### config.mk
export PLATFORM = sky130hd
export DESIGN_NAME = data_mem_controller
export DESIGN_NICKNAME = d
export VERILOG_FILES = /design/src/rtl/data_mem_controller_pkg.sv /design/src/rtl/data_mem_controller_lane.sv /design/src/rtl/data_mem_controller.sv
export SDC_FILE = /design/constraint.sdc
export NUM_CORES = 1
export LEC_CHECK = 0
export ABC_AREA = 1
export CORE_ASPECT_RATIO = 1.25
export CORE_MARGIN = 8
export CORE_UTILIZATION = 30
export CTS_CLUSTER_DIAMETER = 200
export DETAILED_ROUTE_END_ITERATION = 16
export GPL_TIMING_DRIVEN = 1
export MAX_ROUTING_LAYER = met4
export SKIP_LAST_GASP = 1
export SYNTH_ARGS = -nofsm -noshare
export SYNTH_HDL_FRONTEND = slang
export SYNTH_HIERARCHICAL = 1
export SYNTH_SLANG_ARGS = --single-unit
### constraint.sdc
create_clock -name clock -period 4.2 [get_ports clock]
set_input_delay 0.42 -clock clock [delete_from_list [all_inputs] [get_ports clock]]
set_output_delay 0.42 -clock clock [all_outputs]
set_load 0.1 [all_outputs]
### src/rtl/data_mem_controller_pkg.sv
// Shared definitions for the MEM-stage data memory controller:
// FSM state encoding, byte-enable constants and the alignment rule.
// Optional feature macro used by the controller: MIPS32_LLSC_EN.
package data_mem_controller_pkg;

   typedef enum logic [1:0] {
      IDLE = 2'd0,
      WAIT = 2'd1,
      DONE = 2'd2
   } state_t;

   localparam logic [3:0] BE_WORD = 4'b1111;
   localparam logic [3:0] BE_HI   = 4'b1100;
   localparam logic [3:0] BE_LO   = 4'b0011;
   localparam logic [3:0] BE_NONE = 4'b0000;

   // Byte accesses are always aligned; half needs an even address; word needs addr[1:0]=0.
   function automatic logic is_aligned(input logic byte_sel, input logic half_sel,
                                       input logic [1:0] addr_low);
      if (byte_sel)
         return 1'b1;
      else if (half_sel)
         return ~addr_low[0];
      else
         return addr_low == 2'b00;
   endfunction

endpackage

### src/rtl/data_mem_controller_lane.sv
// mem_lane_align: big-endian lane selection for loads (right-justify and
// sign/zero extend) and for stores (lane replication and byte enables).
// Purely combinational.
module mem_lane_align
   import data_mem_controller_pkg::*;
(
   input  logic [1:0]  addr_low,
   input  logic        byte_sel,
   input  logic        half_sel,
   input  logic        sign_ext,
   input  logic [31:0] load_word,
   input  logic [31:0] store_word,
   output logic [31:0] load_data,
   output logic [31:0] store_data,
   output logic [3:0]  byte_en
);

   logic [7:0]  lane_byte;
   logic [15:0] lane_half;

   // Load path: pick the addressed lane (lane 0 is bits 31:24) and extend it.
   always_comb begin
      lane_byte = 8'h00;
      lane_half = addr_low[1] ? load_word[15:0] : load_word[31:16];
      case (addr_low)
         2'd0:    lane_byte = load_word[31:24];
         2'd1:    lane_byte = load_word[23:16];
         2'd2:    lane_byte = load_word[15:8];
         default: lane_byte = load_word[7:0];
      endcase
      if (byte_sel)
         load_data = {{24{sign_ext & lane_byte[7]}}, lane_byte};
      else if (half_sel)
         load_data = {{16{sign_ext & lane_half[15]}}, lane_half};
      else
         load_data = load_word;
   end

   // Store path: replicate the datum on every lane and enable only the addressed bytes.
   always_comb begin
      store_data = store_word;
      byte_en    = BE_WORD;
      if (byte_sel) begin
         store_data = {4{store_word[7:0]}};
         byte_en    = 4'b1000 >> addr_low;
      end else if (half_sel) begin
         store_data = {2{store_word[15:0]}};
         byte_en    = addr_low[1] ? BE_LO : BE_HI;
      end
   end

endmodule

### src/rtl/data_mem_controller.sv
// MEM-stage data memory controller: checks alignment, stalls the pipeline
// while a load/store is outstanding, and returns aligned load data or SC status.
// Handshake: an access is presented on DataMem_Read/DataMem_Write (with
// address and data held stable) from the first WAIT cycle until the cycle in
// which DataMem_Ack is high; Ack in any other state is ignored.
// Optional LL/SC link tracking is enabled by defining MIPS32_LLSC_EN.
module data_mem_controller
   import data_mem_controller_pkg::*;
(
   input  logic        clock,
   input  logic        reset,
   input  logic        MEM_MemRead,
   input  logic        MEM_MemWrite,
   input  logic        MEM_Byte,
   input  logic        MEM_Half,
   input  logic        MEM_SignExtend,
   input  logic        MEM_LLSC,
   input  logic [31:0] MEM_Address,
   input  logic [31:0] MEM_WriteData,
   input  logic        M_Stall,
   input  logic        Eret,
   output logic [31:0] ReadData,
   output logic        M_Stall_Controller,
   output logic        EXC_AdEL,
   output logic        EXC_AdES,
   input  logic [31:0] DataMem_In,
   input  logic        DataMem_Ack,
   output logic        DataMem_Read,
   output logic [3:0]  DataMem_Write,
   output logic [29:0] DataMem_Address,
   output logic [31:0] DataMem_Out,
   output state_t      fsm_state
);

   state_t      state, next_state;
   logic        request, aligned, sc_fail, start, finish, stall;
   logic        req_read, req_sc, req_byte, req_half, req_sign;
   logic [1:0]  req_low;
   logic        read_q;
   logic [3:0]  write_q;
   logic [29:0] addr_q;
   logic [31:0] out_q, data_q;
   logic [1:0]  sel_low;
   logic        sel_byte, sel_half, sel_sign;
   logic [31:0] load_data, store_data;
   logic [3:0]  byte_en;

   assign request = MEM_MemRead | MEM_MemWrite;
   assign aligned = is_aligned(MEM_Byte, MEM_Half, MEM_Address[1:0]);
   assign start   = (state == IDLE) & request & aligned & ~sc_fail;
   assign finish  = (state == WAIT) & DataMem_Ack;

`ifdef MIPS32_LLSC_EN
   logic        link_bit;
   logic [29:0] link_addr;
   logic        req_ll;

   // An SC without a matching live link fails locally and never reaches memory.
   assign sc_fail = MEM_MemWrite & MEM_LLSC &
                    ~(link_bit & (link_addr == MEM_Address[31:2]));

   // Link tracking: LL sets the link at Ack, SC consumes it, Eret kills it.
   always_ff @(posedge clock) begin
      if (reset) begin
         link_bit  <= 1'b0;
         link_addr <= '0;
         req_ll    <= 1'b0;
      end else begin
         if (start)
            req_ll <= MEM_MemRead & MEM_LLSC;
         if (Eret) begin
            link_bit <= 1'b0;
         end else if (finish) begin
            if (req_ll) begin
               link_bit  <= 1'b1;
               link_addr <= addr_q;
            end else if (req_sc) begin
               link_bit <= 1'b0;
            end
         end
      end
   end
`else
   // Without link tracking every SC is an ordinary store that reports success.
   logic unused_eret;
   assign sc_fail     = 1'b0;
   assign unused_eret = Eret;
`endif

   // The aligner sees the live request while idle (store lanes) and the
   // captured request afterwards (load lanes at Ack time).
   assign sel_low  = (state == IDLE) ? MEM_Address[1:0] : req_low;
   assign sel_byte = (state == IDLE) ? MEM_Byte         : req_byte;
   assign sel_half = (state == IDLE) ? MEM_Half         : req_half;
   assign sel_sign = (state == IDLE) ? MEM_SignExtend   : req_sign;

   mem_lane_align u_lane (
      .addr_low   (sel_low),
      .byte_sel   (sel_byte),
      .half_sel   (sel_half),
      .sign_ext   (sel_sign),
      .load_word  (DataMem_In),
      .store_word (MEM_WriteData),
      .load_data  (load_data),
      .store_data (store_data),
      .byte_en    (byte_en)
   );

   // FSM state register.
   always_ff @(posedge clock) begin
      if (reset)
         state <= IDLE;
      else
         state <= next_state;
   end

   // Next state and stall; the stall is raised in the request cycle itself.
   always_comb begin
      next_state = state;
      stall      = 1'b0;
      case (state)
         IDLE: begin
            if (request && aligned && !sc_fail) begin
               stall      = 1'b1;
               next_state = WAIT;
            end
         end
         WAIT: begin
            stall = 1'b1;
            if (DataMem_Ack)
               next_state = DONE;
         end
         DONE: begin
            if (!M_Stall)
               next_state = IDLE;
         end
         default: next_state = IDLE;
      endcase
   end

   // Memory-side request registers and the load/SC result latch.
   always_ff @(posedge clock) begin
      if (reset) begin
         read_q   <= 1'b0;
         write_q  <= BE_NONE;
         addr_q   <= '0;
         out_q    <= '0;
         data_q   <= '0;
         req_read <= 1'b0;
         req_sc   <= 1'b0;
         req_byte <= 1'b0;
         req_half <= 1'b0;
         req_sign <= 1'b0;
         req_low  <= 2'b00;
      end else if (start) begin
         read_q   <= MEM_MemRead;
         write_q  <= (MEM_MemWrite && !MEM_MemRead) ? byte_en : BE_NONE;
         addr_q   <= MEM_Address[31:2];
         out_q    <= store_data;
         req_read <= MEM_MemRead;
         req_sc   <= MEM_MemWrite & MEM_LLSC;
         req_byte <= MEM_Byte;
         req_half <= MEM_Half;
         req_sign <= MEM_SignExtend;
         req_low  <= MEM_Address[1:0];
      end else if (finish) begin
         read_q  <= 1'b0;
         write_q <= BE_NONE;
         data_q  <= req_read ? load_data : {31'b0, req_sc};
      end
   end

   assign DataMem_Read       = read_q;
   assign DataMem_Write      = write_q;
   assign DataMem_Address    = addr_q;
   assign DataMem_Out        = out_q;
   assign M_Stall_Controller = stall & ~reset;
   assign EXC_AdEL           = ~reset & (state == IDLE) & MEM_MemRead & ~aligned;
   assign EXC_AdES           = ~reset & (state == IDLE) & MEM_MemWrite & ~aligned;
   assign ReadData           = (!reset && state == DONE) ? data_q : 32'h0;
   assign fsm_state          = state;

endmodule

==> reports/qor.yml, run 1 <==
p_leak_nw: 3.116
grt_max_degree: 76
h-tree-depth: 3
switchingPower_w: 0.001296
intPower_w: 0.001860
r2r-end: "data_q[9]"
drc: 0
syn_inst: 874
grt_pass1_wl_um: 33350
routed.top_layer: "met4"
final_cell_mix: "236 x nand2_1, 173 x clkdlybuf4s50_1, 132 x a21oi_1"
routed_wl_um: 21490
hold_viol: 0
clock_sink_count: 108
min_path_cells: 4
setup_viol: 0
seq_power_share: 0.357
syn-num-nets: 981
crit_type: "in2reg"
cts_tree: "built"
synthToLayoutAreaGrowth_pct: 40.84
dr_wl_met3_um: 1577
start_util: 0.3036
dp_cells: 1251
dieHeight_um: 169.5
vdd_drop_max_mv: 0.2111
worst_r2r_path_depth: 10
seqCellArea_um2: 2162
dr.pass1.iters: 5
fin_ws_ps: 1415
place_congestion: 0.9119
comb_power_share: 0.364
cts_setup_buffers: 0
drt_iter0_drc: 469
grt_overflow: 0
status: "completed"
layout-drive-gt1-share: 0.07826
timing.rr.start: "fsm_state[0]"
nNetsFinal: 1137
routed-wl-met2_um: 10210
rows: 56
slew_headroom: 0.2270
post_cts_resize_count: 0
antenna_found_initial: 1
wl_met1_um: 9291
min_from: "reset"
r2r_slack_ps: 1420
power.density_nw_per_um2: 396.0
hold_end: "data_q[0]"
swShare: 0.4106
yosysWarnings: 6
cap_violations: 0
min_period_over_period: 0.6630
portBuffers: 209
boundaryPins: 211
filler_cell_count: 2020
clk_pin_slew_worst_paths_ps: 80
cts_buffer_depth: 2
hpwlAfterDp_um: 15340
pwr-share-clk: 0.279
cts_root_buffer: "clkbuf_16"
dr_total_vias: 6145
holdWs_ps: 383.7
core_area_um2: 18640
cp_data_arrival_time_ps: 2990
dieArea_um2: 23540
vias_per_cell: 4.846
hold_buffers: 0
period_minus_slack_ps: 2785
worst_slew_pin_slew_ps: 1158
fin_setup_tns_ps: 0
synth_area_um2: 5658
rsz0062_at_grt: "no"
cp_data_required_time_ps: 4410
worstHoldPathType: "in2reg"
ys_seq_area_frac: 0.3821
dp_worst_setup_slack_ps: 1074
avgSynthCellArea_um2: 6.474
cts_made_buffers: 9
final_common_cell: "nand2_1"
synthDistinctLibCells: 24
antenna_left: 0
multiInputGateArea_um2: 2841
synth_seq_cells: 108
end_kind: "flip-flop"
grt.total_usage: 0.1835
max_freq_mhz: 359.1
slew_viol_final: 0
wl_per_cell_um: 16.95
grt_pass1_vias: 6151
finalClockSkew_ps: 8.098
die_x_um: 138.8
path_max_fanout: 17
startpoint_type: "primary input"
layout.cells.non_filler: 1268
clock_latency_ps: 350
==> how the worst max path moves through the flow <==
stage / startpoint / endpoint / slack (ps)
detailed placement: MEM_Half / data_q[7] / 1070
finish: MEM_Half / data_q[9] / 1420
global route: fsm_state[0] / data_q[7] / 1060
CTS: MEM_Half / M_Stall_Controller / 1350
floorplan: fsm_state[0] / EXC_AdES / 450
global placement: MEM_Half / data_q[9] / 1110
==> per-layer routing <==
layer / vias to the layer above / global-route usage
met5: - / -
met4: 0 / 0.05787
met3: 24 / 0.06051
met2: 197 / 0.3043
met1: 2761 / 0.2064
li1: 3163 / -
==> synthesized netlist by cell type <==
cell | count | share of area
nand4_1 | 32 | 0.035
a21boi_0 | 6 | 0.0080
inv_1 | 66 | 0.044
clkbuf_1 | 33 | 0.022
nand2_1 | 238 | 0.16
buf_1 | 3 | 0.0020
nand3_1 | 90 | 0.080
buf_2 | 24 | 0.021
nand2_4 | 1 | 0.0020
a21boi_1 | 2 | 0.0027
buf_6 | 5 | 0.010
dfxtp_1 | 108 | 0.38
inv_2 | 3 | 0.0020
o21ai_0 | 42 | 0.037
nor2_2 | 6 | 0.0066
or2_2 | 1 | 0.0011
nor3_1 | 1 | 0.00088
o21ai_1 | 1 | 0.00088
nor2_1 | 58 | 0.038
buf_4 | 13 | 0.017
o211ai_1 | 7 | 0.0093
nor3b_1 | 1 | 0.0013
a21oi_1 | 132 | 0.12
nand3_2 | 1 | 0.0018
==> critical path: stages <==
cell and delay (ps):
clkdlybuf4s50_1 490, inv_1 60, o21ai_1 570, inv_1 360
nor2_2 570, nand2_1 110, o211ai_1 120, nand2_1 90
nand4_1 120, a21oi_1 80
==> registers in the layout (all words and copies together), names as in the netlist, 2 cells and up <==
register and cells:
DataMem_Address 30, DataMem_Out 32, DataMem_Write 4, data_q 32, fsm_state 2, req_low 2
==> through the flow <==
| stage | utilization | total power, W | cell area (um2) |
|---|---|---|---|
| floorplan | - | 0.001973 | 5658 |
| global placement | 0.4110 | 0.002304 | 7660 |
| detailed placement | 0.4110 | 0.002305 | 7660 |
| CTS | 0.4274 | 0.003197 | 7966 |
| global route | 0.4276 | 0.003314 | 7969 |
| finish | 0.4276 | 0.003156 | 7969 |
==> power by group through the flow <==
stage               registers [W]  clock network, W  logic, W
finish                    0.00113          0.000880   0.00115
global route              0.00114          0.000950   0.00123
CTS                       0.00113          0.000912   0.00116
detailed placement        0.00115                 0   0.00116
global placement          0.00115                 0   0.00116
floorplan                 0.00154                 0  0.000434
==> cells by family (layout without fill, tap and decap cells) <==
logic type             Yosys count  count (layout)  share of synthesized area
AO/OA/AOI/OAI                  190             190                     0.1747
flip-flops                     108             108                     0.3821
AND/OR/NAND/NOR                429             429                     0.3251
buffers and inverters          147             308                     0.1181
other                            0               1                          0
==> area by class of cell <==
type                    count  area share
diodes                      1   0.0003140
flip-flops and latches    108      0.2713
multi-input cells         619      0.3566
inverters                  69     0.03250
well taps                 232     0.03643
repair buffers            223      0.2644
clock buffers              11     0.03172
clock inverters             5    0.006751
Power figures use the tool's default switching activity.
==> run 2, diff against run 1 <==
==> constraint.sdc (replaced) <==
create_clock -name clock -period 2.86 [get_ports clock]
set_input_delay 0.286 -clock clock [delete_from_list [all_inputs] [get_ports clock]]
set_output_delay 0.286 -clock clock [all_outputs]
set_load 0.1 [all_outputs]
==> run 2 against run 1 <==
Register-to-register slack got worse by 1100 ps. Count of clock-buffer cells in the layout decreased by 1. Clock skew is 1.1 ps lower. Combinational power is 50% higher. Via count up 2.9%. Final area up 4.6%. Non-clock buffer count grew 9. Wire length is 0.28% lower.
==> reports/qor.yml, run 2 (synthesized netlist as in run 1, its figures left out) <==
power.total_w: 0.004640
cts_root_buffer: "clkbuf_16"
finalInstanceArea_um2: 8339
start_util: 0.3036
end_kind: "flip-flop"
hpwlAfterDp_um: 15530
path_max_fanout: 24
cts_tree: "built"
seq_power_share: 0.355
dieArea_um2: 23540
dp_worst_setup_slack_ps: 221.1
cts_made_buffers: 9
min_period_over_period: 0.9026
hold_buffers: 0
status: "completed"
rsz0062_at_grt: "no"
antenna_found_initial: 3
core_area_um2: 18640
max_freq_mhz: 387.4
vdd_drop_max_mv: 0.2989
min_path_cells: 2
crit_type: "reg2reg"
filler_cell_count: 1922
switchingPower_w: 0.001924
startpoint_type: "flip-flop"
layout-drive-gt1-share: 0.1552
dr.pass1.iters: 7
grt_max_degree: 76
vias_per_cell: 4.944
clock_latency_ps: 360
grt_overflow: 0
intPower_w: 0.002716
grt_pass1_wl_um: 33300
cts_buffer_depth: 2
worst_r2r_path_depth: 12
grt_pass1_vias: 6121
seqCellArea_um2: 2162
hold_viol: 0
portBuffers: 209
boundaryPins: 211
worst_slew_pin_slew_ps: 896.3
dr_total_vias: 6323
placed_area_um2: 8031
clk_pin_slew_worst_paths_ps: 80
postLayoutCoreUtil: 0.4474
wl_per_cell_um: 16.76
setup_viol: 0
worstHoldPathType: "in2reg"
power.density_nw_per_um2: 556.4
drc: 0
nNetsFinal: 1146
slew_headroom: 0.4003
routed_wl_um: 21430
slew_viol_final: 0
p_leak_nw: 3.383
clock_sink_count: 108
rows: 56
multiInputGateArea_um2: 2855
fin_ws_ps: 278.6
synthToLayoutAreaGrowth_pct: 47.39
comb_power_share: 0.370
period_minus_slack_ps: 2581
place_congestion: 0.8530
final_common_cell: "nand2_1"
finalClockSkew_ps: 6.972
final_cell_mix: "236 x nand2_1, 131 x a21oi_1, 108 x dfxtp_1"
cts_setup_buffers: 0
antenna_left: 0
die_x_um: 138.8
post_cts_resize_count: 0
cap_violations: 0
cp_data_required_time_ps: 3140
drt_iter0_drc: 448
grt.total_usage: 0.1830
cp_data_arrival_time_ps: 2870
pwr-share-clk: 0.275
swShare: 0.4147
dieHeight_um: 169.5
h-tree-depth: 3
[run 2: worst max-delay path, stage by stage, from the launching register on]
cell     delay (ps)
dfxtp_1         430
inv_2            70
nand2_4         120
inv_1            80
nand2_1          60
nand2_1         340
nand2_1         260
nor2_1           60
nor2_1          150
nand3_2         450
nand2_1         200
nand4_1         110
a21oi_1         160
[run 2: through the flow]
step	hold slack [ps]	cells	TNS [ps]
floorplan	429.4	874	-7057
global placement	446.7	1260	0
detailed placement	451.5	1260	0
CTS	425.8	1276	0
global route	465.4	1279	0
finish	433.9	1279	0
[run 2: routing by layer]
metal,share of wire,wire length [um],vias up,track usage
met5,0,0,-,-
met4,0.022,462,0,0.06648
met3,0.063,1358,27,0.03856
met2,0.49,10480,221,0.3105
met1,0.43,9130,2885,0.2102
li1,-,-,3190,-
[run 2: power by group through the flow]
| stage | clock network, W | registers [W] | logic [W] |
|---|---|---|---|
| floorplan | 0 | 0.00226 | 0.000639 |
| global placement | 0 | 0.00168 | 0.00172 |
| detailed placement | 0 | 0.00168 | 0.00172 |
| CTS | 0.00133 | 0.00165 | 0.00173 |
| global route | 0.00138 | 0.00166 | 0.00184 |
| finish | 0.00128 | 0.00165 | 0.00172 |
[run 2: area by class of cell]
| cell class | instances | area share |
|---|---|---|
| multi-input cells | 619 | 0.3424 |
| clock buffers | 10 | 0.02866 |
| clock inverters | 6 | 0.007352 |
| diodes | 3 | 0.0009002 |
| inverters | 69 | 0.03106 |
| well taps | 232 | 0.03481 |
| flip-flops and latches | 108 | 0.2593 |
| repair buffers | 232 | 0.2956 |
[run 2: worst paths after layout]
kind                              end         start  slack, ps
setup / recovery           data_q[23]  fsm_state[1]        280
hold / removal    DataMem_Address[22]         reset        430
setup reg to reg           data_q[23]  fsm_state[1]        280
hold reg to reg             data_q[0]     data_q[0]        460
==> run 3, diff against run 2 <==
--- a/config.mk
+++ b/config.mk
@@ -14,6 +14,7 @@
 export GPL_TIMING_DRIVEN = 1
 export MAX_ROUTING_LAYER = met4
 export SKIP_LAST_GASP = 1
+export SLEW_MARGIN = 20
 export SYNTH_ARGS = -nofsm -noshare
 export SYNTH_HDL_FRONTEND = slang
 export SYNTH_HIERARCHICAL = 1
==> results of run 3 <==
Same layout as run 2: the final DEF is identical, and so are final timing and power.
